**src/rtl/serial_add_ctrl_if.sv**
```systemverilog
// Request/response bundle between a requester and the bit-serial adder controller.
interface serial_add_ctrl_if #(
    parameter int WIDTH = 8
);
    logic             start;
    logic [WIDTH-1:0] a;
    logic [WIDTH-1:0] b;
    logic             cin;
    logic             busy;
    logic             done;
    logic [WIDTH-1:0] sum;
    logic             cout;

    modport master (output start, a, b, cin, input  busy, done, sum, cout);
    modport slave  (input  start, a, b, cin, output busy, done, sum, cout);
endinterface

```
**src/rtl/serial_add_ctrl.sv**
```systemverilog
// Bit-serial adder: one shared full adder, LSB first, one bit per clock,
// with a start/done handshake and registered result.

// One-bit gate-level full adder shared by every bit position.
module addbit (
    input  logic a,
    input  logic b,
    input  logic ci,
    output logic sum,
    output logic co
);
    logic n1, n2, n3;

    xor x1 (n1, a, b);
    xor x2 (sum, n1, ci);
    and a1 (n2, a, b);
    and a2 (n3, n1, ci);
    or  o1 (co, n2, n3);
endmodule

module serial_add_ctrl #(
    parameter int WIDTH = 8
) (
    input  logic             clock,
    input  logic             reset,
    serial_add_ctrl_if.slave bus
);
    localparam int              CW   = $clog2(WIDTH + 1);
    localparam logic [CW-1:0]   LAST = CW'(WIDTH - 1);

    typedef enum logic [1:0] {
        IDLE = 2'd0,
        RUN  = 2'd1,
        DONE = 2'd2
    } state_t;

    state_t           state, state_n;
    logic [WIDTH-1:0] opa, opb, acc, acc_nxt;
    logic [WIDTH-1:0] sum_q;
    logic             carry_q, cout_q;
    logic [CW-1:0]    cnt;
    logic             busy_q, done_q;
    logic             s, co;
    logic             last;

    addbit u_addbit (
        .a   (opa[0]),
        .b   (opb[0]),
        .ci  (carry_q),
        .sum (s),
        .co  (co)
    );

    // New sum bit enters at the MSB; after WIDTH shifts bit 0 sits at acc[0].
    // Written as a truncated shift so WIDTH=1 needs no special slice.
    assign acc_nxt = WIDTH'({s, acc} >> 1);
    assign last    = (cnt == LAST);

    // Next-state logic: RUN ends on the edge that consumes the MSB.
    always_comb begin
        state_n = state;
        case (state)
            IDLE:    if (bus.start) state_n = RUN;
            RUN:     if (last)      state_n = DONE;
            DONE:    state_n = IDLE;
            default: state_n = IDLE;
        endcase
    end

    // State register; busy/done registered from next state so outputs come straight from flops.
    always_ff @(posedge clock or posedge reset) begin
        if (reset) begin
            state  <= IDLE;
            busy_q <= 1'b0;
            done_q <= 1'b0;
        end else begin
            state  <= state_n;
            busy_q <= (state_n == RUN);
            done_q <= (state_n == DONE);
        end
    end

    // Operand/accumulator shifting, carry chain across cycles, and result capture.
    always_ff @(posedge clock or posedge reset) begin
        if (reset) begin
            opa     <= '0;
            opb     <= '0;
            acc     <= '0;
            carry_q <= 1'b0;
            cnt     <= '0;
            sum_q   <= '0;
            cout_q  <= 1'b0;
        end else begin
            case (state)
                IDLE: begin
                    if (bus.start) begin
                        opa     <= bus.a;
                        opb     <= bus.b;
                        carry_q <= bus.cin;
                        cnt     <= '0;
                        acc     <= '0;
                    end
                end
                RUN: begin
                    acc     <= acc_nxt;
                    opa     <= opa >> 1;
                    opb     <= opb >> 1;
                    carry_q <= co;
                    cnt     <= cnt + 1'b1;
                    if (last) begin
                        sum_q  <= acc_nxt;
                        cout_q <= co;
                    end
                end
                default: ;
            endcase
        end
    end

    assign bus.busy = busy_q;
    assign bus.done = done_q;
    assign bus.sum  = sum_q;
    assign bus.cout = cout_q;
endmodule

```
**src/flat_wrapper.sv**
```systemverilog
// flat-port wrapper written by rule: the top's interface ports become plain ports
module serial_add_ctrl_flat 
#(
    parameter int WIDTH = 8
)
  (clock, reset, bus_start, bus_a, bus_b, bus_cin, bus_busy, bus_done, bus_sum, bus_cout);
  serial_add_ctrl_if #(.WIDTH(WIDTH)) bus_i ();
  input  logic clock;
  input  logic reset;
  input wire logic [$bits(bus_i.start)-1:0] bus_start;
  input wire logic [$bits(bus_i.a)-1:0] bus_a;
  input wire logic [$bits(bus_i.b)-1:0] bus_b;
  input wire logic [$bits(bus_i.cin)-1:0] bus_cin;
  output wire logic [$bits(bus_i.busy)-1:0] bus_busy;
  output wire logic [$bits(bus_i.done)-1:0] bus_done;
  output wire logic [$bits(bus_i.sum)-1:0] bus_sum;
  output wire logic [$bits(bus_i.cout)-1:0] bus_cout;
  assign bus_i.start = bus_start;
  assign bus_i.a = bus_a;
  assign bus_i.b = bus_b;
  assign bus_i.cin = bus_cin;
  assign bus_busy = bus_i.busy;
  assign bus_done = bus_i.done;
  assign bus_sum = bus_i.sum;
  assign bus_cout = bus_i.cout;
  serial_add_ctrl #(.WIDTH(WIDTH)) u_core (.clock(clock), .reset(reset), .bus(bus_i));
endmodule
```
**config.mk**
```make
export PLATFORM = sky130hd
export DESIGN_NAME = serial_add_ctrl_flat
export DESIGN_NICKNAME = d
export VERILOG_FILES = /design/src/rtl/serial_add_ctrl_if.sv /design/src/rtl/serial_add_ctrl.sv /design/src/flat_wrapper.sv
export SDC_FILE = /design/constraint.sdc
export NUM_CORES = 1
export LEC_CHECK = 0
export CAP_MARGIN = 20
export CORE_MARGIN = 2
export CORE_UTILIZATION = 46
export DETAILED_ROUTE_END_ITERATION = 10
export HOLD_SLACK_MARGIN = 0.1
export PLACE_DENSITY = 0.74
export SLEW_MARGIN = 20
export SYNTH_ARGS = -nofsm -noshare
export SYNTH_HDL_FRONTEND = slang
export SYNTH_SLANG_ARGS = --single-unit
```
**constraint.sdc**
```tcl
create_clock -name clock -period 1.6 [get_ports clock]
set_clock_uncertainty 0.1 [all_clocks]
set_input_delay 0.16 -clock clock [delete_from_list [all_inputs] [get_ports clock]]
set_output_delay 0.16 -clock clock [all_outputs]
set_load 0.01 [all_outputs]
```
==> results of run 1 <==
-- placed cells by master (no fill, tap or decap) --
master / instances
nand3_1: 1
clkinv_2: 1
a22oi_1: 14
fa_1: 1
o21ai_0: 14
mux2_2: 7
clkbuf_4: 5
o21bai_2: 1
a21oi_1: 3
dfrtp_1: 41
buf_12: 3
nand2b_2: 1
nand2b_1: 1
nand2_2: 1
a41oi_1: 1
inv_1: 7
buf_4: 10
o22ai_1: 3
nor2b_1: 3
nor2_1: 1
clkbuf_8: 2
a22o_1: 10
clkdlybuf4s50_1: 30
nor2b_2: 1
nand2_1: 15
ha_2: 1
dlygate4sd3_1: 1
mux2i_1: 3
nor3_4: 1
nor3_1: 1
a31oi_1: 1
-- power groups by stage --
stage,sequential (mW),combinational [mW],clock [mW]
final,1.64,1.38,0.572
after global routing,1.69,1.51,0.640
after CTS,1.64,1.39,0.591
after detailed placement,1.66,1.36,0
after global placement,1.64,1.31,0
after floorplan,1.66,0.752,0
-- cells by family (layout without fill, tap and decap cells) --
group | Yosys count | after routing
mux | 10 | 10
fa+ha+maj | 2 | 2
flops | 41 | 41
compound gates | 47 | 47
buf+inv | 16 | 59
simple gates | 26 | 26
-- per-layer routing --
layer  share of wire  vias up
met3           0.042        5
met1            0.44      621
li1                -      589
met2            0.51       26
met5               0        -
met4           0.015        0
-- metrics by stage --
stage,total power [mW],setup TNS [ns],setup slack [ns]
3_5_place_dp,3.019,-0.2465,-0.03959
2_1_floorplan,2.412,0,0.01363
3_3_place_gp,2.944,0,0.04342
4_1_cts,3.620,0,0.02869
5_1_grt,3.843,0,0.005590
6_report,3.593,0,0.07602
-- registers in the layout, summed over array words and instances, names as in the netlist --
signal and cells:
u_core.acc 7, u_core.bus.busy 1, u_core.bus.cout 1, u_core.bus.done 1
u_core.bus.sum 8, u_core.carry_q 1, u_core.cnt 4, u_core.opa 8
u_core.opb 8, u_core.state 2
-- worst paths after layout --
| path | start | to | slack (ns) | depth (start not counted) |
|---|---|---|---|---|
| min reg2reg | u_core.opa[5] | u_core.opa[5] | 0.39 | 2 |
| max in group asynchronous | reset | u_core.bus.sum[3] | 0.59 | 4 |
| min | bus_a[7] | u_core.opa[7] | 0.32 | 2 |
| max | u_core.cnt[1] | u_core.bus.sum[5] | 0.08 | 5 |
| max reg2reg | u_core.cnt[1] | u_core.bus.sum[5] | 0.08 | 5 |
| min in group asynchronous | reset | u_core.cnt[2] | 0.62 | 4 |
-- what timing repair did --
| item | 4_1_cts | 5_1_grt |
|---|---|---|
| gates resized for setup | 1 | 2 |
| hold buffers | 1 | 0 |
| endpoints found under the setup margin | 9 | 10 |
| pin swaps | 1 | 1 |
| buffers inserted | 1 | 0 |
| hold endpoints to repair | 41 | 0 |
| cloned | 0 | 0 |
-- layout make-up --
| type | count | area (µm²) | area share |
|---|---|---|---|
| Sequential cell | 41 | 1026 | 0.4607 |
| Multi-Input combinational cell | 85 | 601.8 | 0.2702 |
| Timing Repair Buffer | 44 | 445.4 | 0.2000 |
| Clock buffer | 7 | 65.06 | 0.02921 |
| Tap cell | 46 | 57.56 | 0.02584 |
| Inverter | 7 | 26.28 | 0.01180 |
| Clock inverter | 1 | 5.005 | 0.002247 |
==> run_results.csv, run 1 <==
group,metric,value,unit
timing,max_freq,0.6562,GHz
global_route,met3_usage,0.05208,
power_and_ir_drop,p_sw,1.172,mW
power_and_ir_drop,ir_worst_vdd,0.0008618,V
global_route,globalRoute.busiestLayer,"met2",
logic_synthesis,synth_fa_ha_area_frac,0.01929,
logic_synthesis,synth_compound_area_frac,0.1914,
logic_synthesis,synthTopCellsByCount,"41 x dfrtp_1, 16 x nand2_1, 14 x a22oi_1, 14 x o21ai_0, 10 x a22o_1",
placed_design,place_area,2120,µm²
drt,wl,3.259,mm
setup_path,criticalPathCategory,"reg -> reg",
drt,wl_per_cell,14.11,µm
logic_synthesis,ys.flop_type,"dfrtp_1",
die,fp.dieH,64.55,µm
global_route,globalRouteTotalUtil,0.1768,
logic_synthesis,ys_seq_elements,41,
hold_path,hold_class,"in -> reg",
logic_synthesis,synth_edf_count,0,
clock_network,clkTransAtPathRegs,0.11,ns
clock_network,cts_max_level,2,
clock_network,root_buffer,"clkbuf_4",
finish,finish.utilization,0.6520,
logic_synthesis,synthSimpleGateAreaFrac,0.07715,
timing,rsz0062_at_grt,"no",
setup_path,crit_arrival,1.66,ns
die,dieArea,4167,µm²
flow_run,cap_violations,0,
finish,n_antenna_cell,0,
global_route,grt_pass1_vias,1262,
timing,hold_slack,0.3157,ns
placed_design,dpl.hpwl,2.321,mm
logic_synthesis,synth_cell_types,24,
power_and_ir_drop,swShare,0.3261,
global_route,grt_util_met1,0.2160,
power_and_ir_drop,p_leak,0.9686,nW
setup_path,crit_family,"flip-flops",
drt,vias_per_cell,5.372,
placed_design,numPlacedInstances,221,
die,start_util,0.4938,
power_and_ir_drop,p_int,2.421,mW
setup_path,start_kind,"register",
clock_network,worstSkewPairLatency,0.35,ns
power_and_ir_drop,pwr_density_cell,1613,nW/µm²
clock_network,clock_sinks,41,
power_and_ir_drop,p_seq_frac,0.457,
logic_synthesis,synth_top_area_frac,0.6083,
global_route,grt_pass1_wl,5.630,mm
setup_path,crit_path_end_kind,"register",
global_route,grt_antenna_before_repair,0,
power_and_ir_drop,p_clk_frac,0.159,
logic_synthesis,yosysWarningCount,0,
logic_synthesis,synth_top_family_by_area,"compound AO/OA/AOI/OAI gates",
setup_path,crit_slowest_cell,"dfrtp_1",
timing,final_hold_viol_count,0,
die,die_w,64.55,µm
logic_synthesis,synth_area_leaders,"dfrtp_1 61%, a22oi_1 6.2%, a22o_1 5.2%",
timing,max-slew-margin-rel,0.7885,
clock_network,cts_buffer_depth,2,
drt,vias,1241,
die,core-area,3416,µm²
drt,first_iter_violations,33,
finish,syn_to_final_growth,32.05,%
finish,stdcell_count,231,
setup_path,crit_chain,"ha_2 > nand2_2 > nor3_4 > buf_12 > mux2_2",
logic_synthesis,synth.area.mux_share,0.06454,
global_route,grt_overflow,0,
logic_synthesis,netlist_instances,142,
global_route,met2_usage,0.3021,
logic_synthesis,synthArstFlopShare,1.000,
timing,post-route-min-period,1.524,ns
timing,drv_slew,0,
drt,drc,0,
finish,drive_gt1_frac,0.1838,
logic_synthesis,yosysMostFrequentCell,"dfrtp_1",
logic_synthesis,syn_area,1687,µm²
logic_synthesis,synth_nets,164,
global_route,grt_max_degree,42,
timing,worstMarginPinSlew,0.3158,ns
finish,nFillCells,272,
setup_path,path_max_fanout,8,
logic_synthesis,synth-xor-area-share,0,
timing,finalSetupViolCount,0,
logic_synthesis,ys_seq_area_frac,0.6083,
logic_synthesis,post-synth-top-area-cell,"dfrtp_1",
timing,period_share,0.9525,
placed_design,place_congestion,0.7268,
finish,stdcell_area,2227,µm²
clock_network,tritoncts,"built",
logic_synthesis,syn_avg_cell_area,11.88,µm²
finish,fin_nets,206,
clock_network,numCtsBuffers,5,
die,pin_count,31,
die,fp-row-count,21,
drt,first_pass_iters,4,
drt,antenna_left,0,
setup_path,slowest_delay,0.38,ns
run_status,status,"finished, final reports clean",
power_and_ir_drop,power_frac_comb,0.384,
setup_path,cp.buffers_inverters,1,
setup_path,crit_required,1.74,ns
placed_design,io_buffer_count,30,
Power figures use the tool's default switching activity.
==> inputs of run 2 (changes only) <==
--- a/config.mk
+++ b/config.mk
@@ -10,6 +10,7 @@
 export CORE_UTILIZATION = 46
 export DETAILED_ROUTE_END_ITERATION = 10
 export HOLD_SLACK_MARGIN = 0.1
+export MAX_ROUTING_LAYER = met4
 export PLACE_DENSITY = 0.74
 export SLEW_MARGIN = 20
 export SYNTH_ARGS = -nofsm -noshare
==> run 2 against run 1 <==
Against the previous run: non-clock buffer count unchanged; cell count stayed put; via count stayed put; die area unchanged; clock-buffer cell count unchanged; sequential share of layout area is the same; hold slack about the same; critical path type unchanged; largest cell class unchanged.
==> run_results.csv, run 2 (same netlist as run 1, synthesis figures left out) <==
group,metric,value,unit
run_status,status,"finished, final reports clean",
clock_network,cts_buffer_depth,2,
power_and_ir_drop,ir_worst_vdd,0.0008618,V
drt,wl_per_cell,14.12,µm
clock_network,cts_max_level,2,
setup_path,criticalPathCategory,"reg -> reg",
setup_path,startpoint,"u_core.cnt[1]",
setup_path,path_max_fanout,8,
finish,drive_gt1_frac,0.1838,
timing,final_hold_viol_count,0,
setup_path,start_kind,"register",
setup_path,crit_path_end_kind,"register",
clock_network,clock_sinks,41,
clock_network,worstSkewPairLatency,0.35,ns
timing,finalSetupViolCount,0,
drt,first_iter_violations,36,
timing,max-slew-margin-rel,0.7885,
placed_design,io_buffer_count,30,
die,fp-row-count,21,
finish,nFillCells,272,
power_and_ir_drop,p_leak,0.9686,nW
setup_path,crit_chain,"ha_2 > nand2_2 > nor3_4 > buf_12 > mux2_2",
global_route,grt_antenna_before_repair,0,
die,core-area,3416,µm²
timing,worstMarginPinSlew,0.3158,ns
finish,multi_input_area,601.8,µm²
flow_run,cap_violations,0,
setup_path,reg2reg_depth,5,
finish,layout_common_cells,"41 x dfrtp_1, 30 x clkdlybuf4s50_1, 15 x nand2_1",
die,start_util,0.4938,
finish,final_common_cell,"dfrtp_1",
die,fp.dieH,64.55,µm
timing,fin_setup_tns,0,ns
setup_path,cp-endpoint,"u_core.bus.sum[5]",
setup_path,slowest_delay,0.38,ns
placed_design,numPlacedInstances,221,
timing,max_freq,0.6562,GHz
die,die_w,64.55,µm
global_route,grt_max_degree,42,
drt,vias,1241,
global_route,grt_pass1_wl,5.630,mm
setup_path,rrSetupSlack,0.08,ns
finish,fin_nets,206,
timing,drv_slew,0,
timing,rsz0062_at_grt,"no",
finish,stdcell_area,2227,µm²
finish,syn_to_final_growth,32.05,%
die,dieArea,4167,µm²
setup_path,crit_arrival,1.66,ns
finish,finish.utilization,0.6520,
placed_design,dpl.hpwl,2.321,mm
timing,period_share,0.9525,
setup_path,reg2reg_to,"u_core.bus.sum[5]",
drt,drc,0,
finish,n_antenna_cell,0,
setup_path,crit_required,1.74,ns
finish,seqCellArea,1026,µm²
clock_network,root_buffer,"clkbuf_4",
clock_network,clkTransAtPathRegs,0.11,ns
global_route,grt_pass1_vias,1261,
timing,post-route-min-period,1.524,ns
clock_network,numCtsBuffers,5,
placed_design,place_congestion,0.7355,
drt,antenna_left,0,
finish,stdcell_count,231,
drt,first_pass_iters,4,
placed_design,place_area,2120,µm²
global_route,grt_overflow,0,
drt,wl,3.262,mm
setup_path,crit_slowest_cell,"dfrtp_1",
setup_path,rr_startpoint,"u_core.cnt[1]",
clock_network,tritoncts,"built",
die,pin_count,31,
hold_path,hold_class,"in -> reg",
drt,vias_per_cell,5.372,
power_and_ir_drop,pwr_density_cell,1613,nW/µm²
global_route,globalRouteTotalUtil,0.1817,
-- run 2: report_power, final --
part | leakage, nW | switching [mW] | internal, mW | total (mW)
sequential | 0.532 | 0.240 | 1.40 | 1.64
clock | 0.0413 | 0.317 | 0.255 | 0.572
combinational | 0.395 | 0.614 | 0.764 | 1.38
-- run 2: layout make-up --
type,instances,share of cell area
flip-flops and latches,41,0.4607
inverters,7,0.01180
multi-input cells,85,0.2702
clock buffers,7,0.02921
repair buffers,44,0.2000
well taps,46,0.02584
clock inverters,1,0.002247
-- run 2: how the worst min path moves through the flow --
stage                       start  slack [ns]  cells after the start            end
finish                   bus_a[7]        0.32                      2  u_core.opa[7]
global route             bus_b[7]        0.31                      2  u_core.opb[7]
global placement    u_core.opa[1]        0.36                      2  u_core.opa[1]
detailed placement  u_core.opa[3]        0.37                      2  u_core.opa[3]
floorplan                bus_a[7]        0.19                      1  u_core.opa[7]
CTS                      bus_a[7]        0.31                      2  u_core.opa[7]
-- run 2: stage by stage --
stage | hold WS, ns | setup WS, ns | power, mW
after floorplan | 0.1926 | 0.01363 | 2.412
after global placement | 0.3619 | 0.04342 | 2.944
after detailed placement | 0.3705 | -0.03959 | 3.019
after CTS | 0.3079 | 0.02869 | 3.620
after global routing | 0.3114 | 0.005590 | 3.843
final | 0.3159 | 0.07607 | 3.593
-- run 2: routing by layer --
metal	GRT usage	part of all wire	routed length, µm	vias up
li1	-	-	-	589
met1	0.2160	0.44	1427	621
met2	0.3021	0.50	1647	26
met3	0.05208	0.042	137	5
met4	0.05585	0.015	49	0
met5	-	0	0	-
-- run 2: timing repair --
item / 4_1_cts / 5_1_grt
setup buffers: 1 / 0
setup endpoints to repair: 9 / 10
hold endpoints to repair: 41 / 0
hold buffers: 1 / 0
resized for setup: 1 / 2
pin swaps: 1 / 1
-- run 2: worst max-delay path: cells and delay by family (launching register included) --
kind / cells / cell delay [ns]
flops: 1 / 0.38
mux: 1 / 0.33
simple gates: 2 / 0.24
fa+ha+maj: 1 / 0.21
buf+inv: 1 / 0.15
